<file path="config.mk">
export PLATFORM = sky130hd
export DESIGN_NAME = tcdm_bank_responder
export DESIGN_NICKNAME = d
export VERILOG_FILES = /design/src/rtl/tcdm_bank_responder.sv
export SDC_FILE = /design/constraint.sdc
export NUM_CORES = 1
export LEC_CHECK = 0
export ABC_AREA = 1
export CAP_MARGIN = 10
export CORE_AREA = 2 2 79 81
export CTS_BUF_LIST = sky130_fd_sc_hd__clkbuf_4 sky130_fd_sc_hd__clkbuf_8
export DETAILED_ROUTE_END_ITERATION = 10
export DIE_AREA = 0 0 81 83
export PLACE_DENSITY = 0.75
export SLEW_MARGIN = 15
export SYNTH_ARGS = -nofsm -noshare
export SYNTH_HDL_FRONTEND = slang
export SYNTH_SLANG_ARGS = --single-unit
</file>
<file path="constraint.sdc">
create_clock -name clk_i -period 1.1 [get_ports clk_i]
set_input_delay 0.165 -clock clk_i [delete_from_list [all_inputs] [get_ports clk_i]]
set_output_delay 0.165 -clock clk_i [all_outputs]
set_load 0.05 [all_outputs]
</file>
<file path="src/rtl/tcdm_bank_responder.sv">
// ---------------------------------------------------------------------------
// tcdm_bank_responder
//
// Memory-side responder for one TCDM bank. Terminates one HCI bank port from
// the cluster interconnect and drives a single-port SRAM macro whose read
// data appears one cycle after the access. Every granted request gets exactly
// one response one cycle later, carrying the request ID. Write responses
// carry zero data.
//
// Optional feature (macro TCDM_BANK_TS_EN):
//   A read with add_i[TEST_SET_BIT] set is a test-and-set. The old word is
//   returned, and the following cycle writes all ones to the same word. No
//   grant is given in that cycle. Without the macro the flag bit is ignored
//   and every read is a plain read.
//
// Ports:
//   clk_i, rst_ni       clock, synchronous active-low reset
//   req_i / gnt_o       request valid / grant (combinational)
//   add_i, wen_i        byte address, 1 = read / 0 = write
//   data_i, be_i, id_i  write data, byte enables, request ID
//   r_valid_o, r_data_o, r_id_o
//                       response (valid and ID registered, data is the SRAM
//                       output gated by the registered read flag)
//   mem_req_o, mem_we_o, mem_addr_o, mem_wdata_o, mem_be_o
//                       SRAM access (combinational)
//   mem_rdata_i         SRAM read data, valid the cycle after a read access
// ---------------------------------------------------------------------------
module tcdm_bank_responder #(
  parameter int unsigned DATA_WIDTH     = 32,
  parameter int unsigned BE_WIDTH       = DATA_WIDTH / 8,
  parameter int unsigned ADDR_WIDTH     = 32,
  parameter int unsigned ADDR_MEM_WIDTH = 11,
  parameter int unsigned TEST_SET_BIT   = 20,
  parameter int unsigned ID_WIDTH       = 8
) (
  input  logic                      clk_i,
  input  logic                      rst_ni,
  input  logic                      req_i,
  output logic                      gnt_o,
  input  logic [ADDR_WIDTH-1:0]     add_i,
  input  logic                      wen_i,
  input  logic [DATA_WIDTH-1:0]     data_i,
  input  logic [BE_WIDTH-1:0]       be_i,
  input  logic [ID_WIDTH-1:0]       id_i,
  output logic                      r_valid_o,
  output logic [DATA_WIDTH-1:0]     r_data_o,
  output logic [ID_WIDTH-1:0]       r_id_o,
  output logic                      mem_req_o,
  output logic                      mem_we_o,
  output logic [ADDR_MEM_WIDTH-1:0] mem_addr_o,
  output logic [DATA_WIDTH-1:0]     mem_wdata_o,
  output logic [BE_WIDTH-1:0]       mem_be_o,
  input  logic [DATA_WIDTH-1:0]     mem_rdata_i
);

  // Word address: byte offset dropped, everything above the SRAM range
  // (including the test-and-set flag) ignored for addressing.
  logic [ADDR_MEM_WIDTH-1:0] word_addr;
  logic                      ts_flag;
  logic                      grant;
  logic                      is_read_p1;

  assign word_addr = add_i[ADDR_MEM_WIDTH+1:2];
  assign ts_flag   = add_i[TEST_SET_BIT];

`ifdef TCDM_BANK_TS_EN

  typedef enum logic {
    IDLE  = 1'b0,
    TS_WR = 1'b1
  } state_e;

  state_e                    state;
  state_e                    state_nxt;
  logic                      ts_start;
  logic [ADDR_MEM_WIDTH-1:0] ts_addr_p1;

  logic unused_addr;
  assign unused_addr = ^{add_i[ADDR_WIDTH-1:ADDR_MEM_WIDTH+2], add_i[1:0]};

  always_ff @(posedge clk_i) begin
    if (!rst_ni) begin
      state <= IDLE;
    end else begin
      state <= state_nxt;
    end
  end

  // The test-and-set target is only meaningful while in TS_WR, so the latch
  // carries no reset.
  always_ff @(posedge clk_i) begin
    if (ts_start) begin
      ts_addr_p1 <= word_addr;
    end
  end

  always_comb begin
    state_nxt   = state;
    grant       = 1'b0;
    ts_start    = 1'b0;
    mem_req_o   = 1'b0;
    mem_we_o    = 1'b0;
    mem_addr_o  = word_addr;
    mem_wdata_o = data_i;
    mem_be_o    = be_i;
    unique case (state)
      IDLE: begin
        grant     = req_i & rst_ni;
        mem_req_o = grant;
        mem_we_o  = ~wen_i;
        // Only reads start the atomic sequence; a flagged write is plain.
        ts_start  = grant & wen_i & ts_flag;
        if (ts_start) begin
          state_nxt = TS_WR;
        end
      end
      TS_WR: begin
        // Reset in this cycle suppresses the all-ones write.
        mem_req_o   = rst_ni;
        mem_we_o    = 1'b1;
        mem_addr_o  = ts_addr_p1;
        mem_wdata_o = '1;
        mem_be_o    = '1;
        state_nxt   = IDLE;
      end
      default: begin
        state_nxt = IDLE;
      end
    endcase
  end

`else

  logic unused_addr;
  assign unused_addr = ^{add_i[ADDR_WIDTH-1:ADDR_MEM_WIDTH+2], add_i[1:0], ts_flag};

  always_comb begin
    grant       = req_i & rst_ni;
    mem_req_o   = grant;
    mem_we_o    = ~wen_i;
    mem_addr_o  = word_addr;
    mem_wdata_o = data_i;
    mem_be_o    = be_i;
  end

`endif

  assign gnt_o = grant;

  // ---- stage p0 -> p1: response register, rewritten every cycle ----
  always_ff @(posedge clk_i) begin
    if (!rst_ni) begin
      r_valid_o  <= 1'b0;
      r_id_o     <= '0;
      is_read_p1 <= 1'b0;
    end else begin
      r_valid_o  <= grant;
      is_read_p1 <= grant & wen_i;
      if (grant) begin
        r_id_o <= id_i;
      end
    end
  end

  // The SRAM output is itself registered inside the macro; writes and idle
  // cycles return zero.
  assign r_data_o = is_read_p1 ? mem_rdata_i : '0;

endmodule

</file>
==> results.json, run 1 <==
{
  "die_y_um": 83,
  "postSynthCellCount": 156,
  "drc_errors": 0,
  "clock_path_buffers": 2,
  "cts.sinks": 10,
  "netlist_area_sq_um": 967,
  "drv_cap": 0,
  "diodes": 0,
  "cpMaxStageDelayCell": "dfxtp_4",
  "crit_chain": "buf_12 > nand2_1 > inv_2 > buf_12",
  "path_class": "register to output port",
  "row_count": 28,
  "ys_ff_latch": 10,
  "max_stage_delay_ps": 380,
  "initial_core_util_pct": 16.6,
  "antenna_found_initial": 0,
  "area_growth_pct": 115,
  "max_freq_mhz": 818,
  "cp-end-kind": "output port",
  "drt_wl_total_um": 3250,
  "place_area_sq_mm": 0.00201,
  "setup_violations": 32,
  "grt-ovfl-total": 0,
  "synth_cell_types": 8,
  "wl_per_cell_um": 11.9,
  "numCtsBuffers": 3,
  "fillers": 605,
  "status": "finished, violations left",
  "dp_hpwl_um": 2680,
  "hold-worst-slack_ps": 328,
  "setup_ws_ps": -122,
  "hold_buffers": 0,
  "seqCellArea_sq_um": 204,
  "grt_pass1_wl_um": 5050,
  "grt_pass1_vias": 1090,
  "p_per_area_mw_per_mm2": 724,
  "worstPathMaxFanout": 16,
  "crit_required_ps": 940,
  "grt_use_total_pct": 9.58,
  "ios": 203,
  "drt-initial-drc-count": 25,
  "numPortBuffers": 87,
  "period_minus_slack_ps": 1220,
  "coreArea_sq_mm": 0.00582,
  "multi_input_area_sq_um": 230,
  "crit_buf_inv": 3,
  "cts_tree": "done",
  "path_clk_slew_ps": 40,
  "finalCritPeriodShare_pct": 111,
  "postSynthAreaPerCell_sq_um": 6.20,
  "dr_total_vias": 990,
  "drtAntennaViolNets": 0,
  "grt_max_degree": 17,
  "cts_root_buffer": "clkbuf_8",
  "htree_levels": 1,
  "maxSlewViolCount": 0,
  "ir_drop_v": 0.000844,
  "yosysSeqAreaShare_pct": 20.7,
  "yosys_warnings": 0,
  "mostFrequentLayoutCells": "45 x buf_12, 41 x clkdlybuf4s50_1, 32 x nand2_1, 32 x inv_2, 17 x nor2_1",
  "viasPerCell": 3.63,
  "synth_fp_nets": 268,
  "tightest_slew_ps": 172,
  "rsz0062_at_grt": "yes",
  "dp_slack_ps": -126,
  "stdcell_area_sq_mm": 0.00208,
  "utilization_pct": 35.8,
  "nNetsFinal": 312,
  "hold_viol_final": 0,
  "cp-start-kind": "register",
  "routabilityCongestion": 0.691,
  "drive_gt1_share_pct": 43.9,
  "r2r_setup_slack_ps": 420,
  "firstDrtPassIters": 4,
  "dieArea_sq_mm": 0.00672,
  "dieWidth_um": 81,
  "total_power_w": 0.00151,
  "slew_headroom_pct": 88.4,
  "skew_ps": 0,
  "insertion_delay_ps": 230,
  "cp_common_cell": "buf_12",
  "hold_path.class": "input port to register",
  "leakage_nw": 1.00,
  "critPathArrivalTime_ps": 1060,
  "violations": "negative setup slack",
  "critPathTopFamily": "flip-flops",
  "mostFrequentLayoutCell": "buf_12"
}
through the flow:
stage | setup TNS [ps] | cells
final | -3140 | 273
after global routing | -4730 | 273
after CTS | -3800 | 273
after detailed placement | -698 | 269
after global placement | -685 | 269
after floorplan | 0 | 156
worst register-to-register path, delay by kind of cell, from the launching register on:
family	cells	cell delay, ps
flip-flops	1	320
AND/OR/NAND/NOR	1	60
AO/OA/AOI/OAI	1	190
report_power, final:
group | switching [W] | leakage [nW] | total (W) | internal, W
clock network | 0.000128 | 0.0216 | 0.000366 | 0.000238
registers | 0.0000247 | 0.0838 | 0.000412 | 0.000387
logic | 0.000342 | 0.898 | 0.000731 | 0.000390
total | 0.000494 | 1.00 | 0.00151 | 0.00101
final cells by class:
| cell class | instances | share of cell area, % |
|---|---|---|
| Sequential cell | 10 | 9.80 |
| Inverter | 36 | 6.79 |
| Timing Repair Buffer | 91 | 65.9 |
| Multi-Input combinational cell | 58 | 11.1 |
| Clock buffer | 3 | 1.98 |
| Tap cell | 75 | 4.51 |
registers in the layout, summed over array words and instances, names as in the netlist:
register and count:
r_valid_o 1, is_read_p1 1, r_id_o 8
worst paths after layout:
path              start     endpoint  cells past startpoint
min reg2reg   r_id_o[2]    r_id_o[2]                      2
min              rst_ni    r_valid_o                      3
max reg2reg   r_id_o[6]    r_id_o[6]                      2
max          is_read_p1  r_data_o[8]                      4
synthesized netlist by cell type (all sizes together):
| master | count | area share [%] |
|---|---|---|
| buf | 52 | 42 |
| inv | 36 | 14 |
| nand2 | 33 | 13 |
| nor2 | 17 | 6.6 |
| dfxtp | 10 | 21 |
| o21ai | 8 | 4.1 |
cells by family (layout without fill, tap and decap cells):
| logic type | count (synthesis) | count (layout) | synth area share, % |
|---|---|---|---|
| buffers and inverters | 88 | 130 | 55.8 |
| DFF | 10 | 10 | 20.7 |
| AOI/OAI and AO/OA | 8 | 8 | 4.14 |
| and+or+nand+nor | 50 | 50 | 19.4 |
timing repair:
item | CTS | global route
buffers inserted | 0 | 0
pin swaps | 1 | 0
cloned | 1 | 0
resized for setup | 37 | 0
setup endpoints to repair | 34 | 32
routing by layer:
metal / global-route usage, % / share of wire (%)
met1: 7.31 / 29
met3: 5.76 / 17
met4: 5.55 / 4.0
met5: 1.67 / 0
met2: 17.5 / 50
Note: power is estimated with default switching activity, not from simulation.
==> run 2: changes to the inputs <==
--- a/config.mk
+++ b/config.mk
@@ -11,7 +11,9 @@
 export CTS_BUF_LIST = sky130_fd_sc_hd__clkbuf_4 sky130_fd_sc_hd__clkbuf_8
 export DETAILED_ROUTE_END_ITERATION = 10
 export DIE_AREA = 0 0 81 83
+export GPL_ROUTABILITY_DRIVEN = 0
 export PLACE_DENSITY = 0.75
+export RECOVER_POWER = 100
 export SLEW_MARGIN = 15
 export SYNTH_ARGS = -nofsm -noshare
 export SYNTH_HDL_FRONTEND = slang
==> results.json, run 2 (synthesized netlist as in run 1, its figures left out) <==
{
  "finalCritPeriodShare_pct": 111,
  "antenna_found_initial": 0,
  "setup_violations": 33,
  "cpMaxStageDelayCell": "dfxtp_4",
  "numPortBuffers": 87,
  "hold-worst-slack_ps": 330,
  "crit_chain": "buf_12 > nand2_1 > inv_2 > buf_12",
  "diodes": 0,
  "ios": 203,
  "fillers": 623,
  "numCtsBuffers": 3,
  "path_clk_slew_ps": 40,
  "nNetsFinal": 312,
  "mostFrequentLayoutCell": "clkdlybuf4s50_1",
  "hold_viol_final": 0,
  "power.switching_w": 0.000479,
  "cp-end-kind": "output port",
  "drv_cap": 0,
  "cp_common_cell": "buf_12",
  "drc_errors": 0,
  "critPathArrivalTime_ps": 1060,
  "crit_required_ps": 940,
  "rr_startpoint": "r_id_o[6]",
  "reg2reg_to": "r_id_o[6]",
  "grt_pass1_vias": 1090,
  "slew_headroom_pct": 80.5,
  "row_count": 28,
  "hold_buffers": 0,
  "grt-ovfl-total": 0,
  "period_minus_slack_ps": 1220,
  "seqPwrFrac_pct": 28.0,
  "insertion_delay_ps": 230,
  "leakage_nw": 0.962,
  "worstPathMaxFanout": 16,
  "max_stage_delay_ps": 380,
  "rsz0062_at_grt": "yes",
  "comb_power_share_pct": 46.3,
  "initial_core_util_pct": 16.6,
  "cts.sinks": 10,
  "r2r_setup_slack_ps": 450,
  "drive_gt1_share_pct": 42.4,
  "swShare_pct": 33.6,
  "largest_reg_flops": 8,
  "cts_setup_buffers": 0,
  "dr_total_vias": 987,
  "dp_slack_ps": -126,
  "max_freq_mhz": 818,
  "wl_per_cell_um": 11.9,
  "hold_path.class": "input port to output port",
  "htree_levels": 1,
  "drtAntennaViolNets": 0,
  "dieArea_sq_mm": 0.00672,
  "tightest_slew_ps": 294,
  "drt-initial-drc-count": 28,
  "p_per_area_mw_per_mm2": 734,
  "power.internal_w": 0.000945,
  "total_power_w": 0.00142,
  "place_area_sq_mm": 0.00201,
  "grt_max_degree": 17,
  "dieWidth_um": 81,
  "top_register": "r_id_o",
  "worstHoldPathCells": 0,
  "skew_ps": 0,
  "grt_use_total_pct": 9.58,
  "min-delay-start": "data_i[5]",
  "violations": "negative setup slack",
  "utilization_pct": 33.3,
  "dp_hpwl_um": 2680,
  "cts_tree": "done",
  "setup_ws_ps": -122,
  "grt_pass1_wl_um": 5050,
  "firstDrtPassIters": 4,
  "cp-start-kind": "register",
  "coreArea_sq_mm": 0.00582,
  "mostFrequentLayoutCells": "40 x clkdlybuf4s50_1, 36 x buf_12, 33 x nand2_1",
  "path_class": "register to output port",
  "drt_wl_total_um": 3250,
  "holdPathEnd": "mem_wdata_o[5]",
  "die_y_um": 83,
  "ir_drop_v": 0.000831,
  "status": "finished, violations left",
  "clock_path_buffers": 2,
  "viasPerCell": 3.62,
  "area_growth_pct": 100,
  "cts_root_buffer": "clkbuf_8",
  "clockPowerShare_pct": 25.6,
  "top_regs": "r_id_o x8, is_read_p1 x1, r_valid_o x1",
  "maxSlewViolCount": 0,
  "stdcell_area_sq_mm": 0.00194,
  "reg2reg_depth": 2
}
## run 2: per-layer routing
metal  vias up  routed length [um]  track usage [%]
li1        472                   -                -
met1       403                 957             7.31
met2        95                1630             17.5
met3        17                 539             5.76
met4         0                 121             5.55
met5         -                   0             1.67
## run 2: power by group through the flow
stage / combinational [W] / sequential [W] / clock [W]
6_report: 0.000659 / 0.000399 / 0.000365
3_3_place_gp: 0.000712 / 0.000416 / 0
3_5_place_dp: 0.000720 / 0.000417 / 0
5_1_grt: 0.000695 / 0.000402 / 0.000384
4_1_cts: 0.000738 / 0.000412 / 0.000379
2_1_floorplan: 0.000674 / 0.000482 / 0
## run 2: cell type report
| class | count | area (sq um) | share of cell area, % |
|---|---|---|---|
| Tap cell | 75 | 93.8 | 4.84 |
| Sequential cell | 10 | 204 | 10.5 |
| Timing Repair Buffer | 91 | 1230 | 63.6 |
| Multi-Input combinational cell | 58 | 228 | 11.7 |
| Clock buffer | 3 | 41.3 | 2.13 |
| Inverter | 36 | 139 | 7.17 |
## run 2: worst max-delay path by stage
| stage | from | endpoint | slack, ps |
|---|---|---|---|
| after floorplan | req_i | mem_req_o | 20 |
| after global placement | req_i | mem_req_o | -120 |
| after detailed placement | req_i | gnt_o | -130 |
| after CTS | is_read_p1 | r_data_o[8] | -140 |
| after global routing | is_read_p1 | r_data_o[13] | -170 |
| final | is_read_p1 | r_data_o[8] | -120 |
## run 2: per-stage QoR
step,cells,setup TNS (ps)
after global placement,269,-685
after CTS,273,-3800
after detailed placement,269,-698
after floorplan,156,0
after global routing,273,-4880
final,273,-3180
## run 2: repair_timing
action | CTS | global route
cloned | 1 | 0
setup endpoints to repair | 34 | 32
resized for setup | 37 | 0
pin swaps | 1 | 0
## run 2: worst max-delay path: cells and delay by family (launching register included)
family / cells / cell delay (ps)
buffers and inverters: 3 / 360
flip-flops: 1 / 380
AND/OR/NAND/NOR: 1 / 70
==> run 3: changes to the inputs <==
--- a/config.mk
+++ b/config.mk
@@ -14,6 +14,7 @@
 export GPL_ROUTABILITY_DRIVEN = 0
 export PLACE_DENSITY = 0.75
 export RECOVER_POWER = 100
+export SKIP_CTS_REPAIR_TIMING = 1
 export SLEW_MARGIN = 15
 export SYNTH_ARGS = -nofsm -noshare
 export SYNTH_HDL_FRONTEND = slang
==> constraint.sdc (replaced) <==
create_clock -name clk_i -period 1.6 [get_ports clk_i]
set_input_delay 0.24 -clock clk_i [delete_from_list [all_inputs] [get_ports clk_i]]
set_output_delay 0.24 -clock clk_i [all_outputs]
set_load 0.05 [all_outputs]
==> results.json, run 3 (synthesized netlist as in run 1, its figures left out) <==
{
  "skew_ps": 0,
  "dp_hpwl_um": 2460,
  "dieArea_sq_mm": 0.00672,
  "tightest_slew_ps": 606,
  "insertion_delay_ps": 230,
  "max_freq_mhz": 678,
  "finalCritPeriodShare_pct": 92.1,
  "area_growth_pct": 53.9,
  "hold_path.class": "input port to output port",
  "p_per_area_mw_per_mm2": 599,
  "firstDrtPassIters": 6,
  "grt_pass1_wl_um": 4290,
  "grt-ovfl-total": 0,
  "coreArea_sq_mm": 0.00582,
  "grt_use_total_pct": 7.94,
  "rsz0062_at_grt": "no",
  "row_count": 28,
  "ir_drop_v": 0.000382,
  "worstPathMaxFanout": 32,
  "slew_headroom_pct": 59.8,
  "crit_required_ps": 1360,
  "period_minus_slack_ps": 1470,
  "maxSlewViolCount": 0,
  "ios": 203,
  "nNetsFinal": 311,
  "grt_pass1_vias": 938,
  "total_power_w": 0.000892,
  "htree_levels": 1,
  "seqPwrFrac_pct": 30.7,
  "antenna_found_initial": 0,
  "drive_gt1_share_pct": 20.3,
  "leakage_nw": 0.910,
  "numCtsBuffers": 3,
  "largest_reg_flops": 8,
  "initial_core_util_pct": 16.6,
  "drtAntennaViolNets": 0,
  "drt_wl_total_um": 2930,
  "setup_violations": 0,
  "cts_tree": "done",
  "top_register": "r_id_o",
  "viasPerCell": 3.54,
  "path_clk_slew_ps": 40,
  "drt-initial-drc-count": 28,
  "clock_path_buffers": 2,
  "comb_power_share_pct": 41.2,
  "die_y_um": 83,
  "hold-worst-slack_ps": 480,
  "dr_total_vias": 964,
  "clockPowerShare_pct": 28.2,
  "dieWidth_um": 81,
  "cp-end-kind": "output port",
  "wl_per_cell_um": 10.8,
  "cts.sinks": 10,
  "numPortBuffers": 87,
  "path_class": "register to output port",
  "cp-start-kind": "register",
  "drv_cap": 0,
  "top_regs": "r_id_o x8, is_read_p1 x1, r_valid_o x1",
  "cts_root_buffer": "clkbuf_8",
  "hold_viol_final": 0,
  "power.switching_w": 0.000309,
  "diodes": 0,
  "drc_errors": 0,
  "grt_max_degree": 33,
  "utilization_pct": 25.6,
  "mostFrequentLayoutCell": "clkdlybuf4s50_1",
  "mostFrequentLayoutCells": "42 x clkdlybuf4s50_1, 35 x inv_1, 33 x nand2_1",
  "swShare_pct": 34.7,
  "critPathArrivalTime_ps": 1230,
  "tns_ps": 0,
  "status": "finished, final reports clean",
  "power.internal_w": 0.000583
}
run 3: final timing paths:
path	start	endpoint	slack (ps)	cells past startpoint
worst min-delay path	data_i[25]	mem_wdata_o[25]	480	0
worst max register to register	r_id_o[2]	r_id_o[2]	950	2
worst min register to register	r_id_o[7]	r_id_o[7]	510	2
worst max-delay path	is_read_p1	r_data_o[10]	130	4
run 3: per-stage QoR:
step | cells | instance area, sq um | setup WS, ps
2_1_floorplan | 156 | 967 | 298
3_3_place_gp | 269 | 1880 | 198
3_5_place_dp | 269 | 1880 | 193
4_1_cts | 272 | 1920 | 163
5_1_grt | 272 | 1490 | 35.7
6_report | 272 | 1490 | 126
run 3: final cells by class:
class | instances | area (sq um)
fill | 670 | 4330
timing repair buffer | 90 | 788
multi-input combinational | 58 | 228
sequential | 10 | 200
inverter | 36 | 138
tap | 75 | 93.8
clock buffer | 3 | 41.3
run 3: routing by layer:
metal  GRT usage (%)  wire length, um
met5               0                0
met4            4.47               85
met3            4.78              517
met2            13.9             1320
met1            6.73             1010
run 3: critical path, cell delays in order (launching register included):
cell and delay [ps]:
dfxtp_1 300, buf_4 280, nand2_1 100, inv_1 60
buf_2 250
run 3: power groups by stage:
stage	sequential, W	clock [W]	combinational [W]
after floorplan	0.000332	0	0.000460
after global placement	0.000278	0	0.000446
after detailed placement	0.000278	0	0.000451
after CTS	0.000274	0.000260	0.000453
after global routing	0.000276	0.000274	0.000388
final	0.000274	0.000251	0.000367
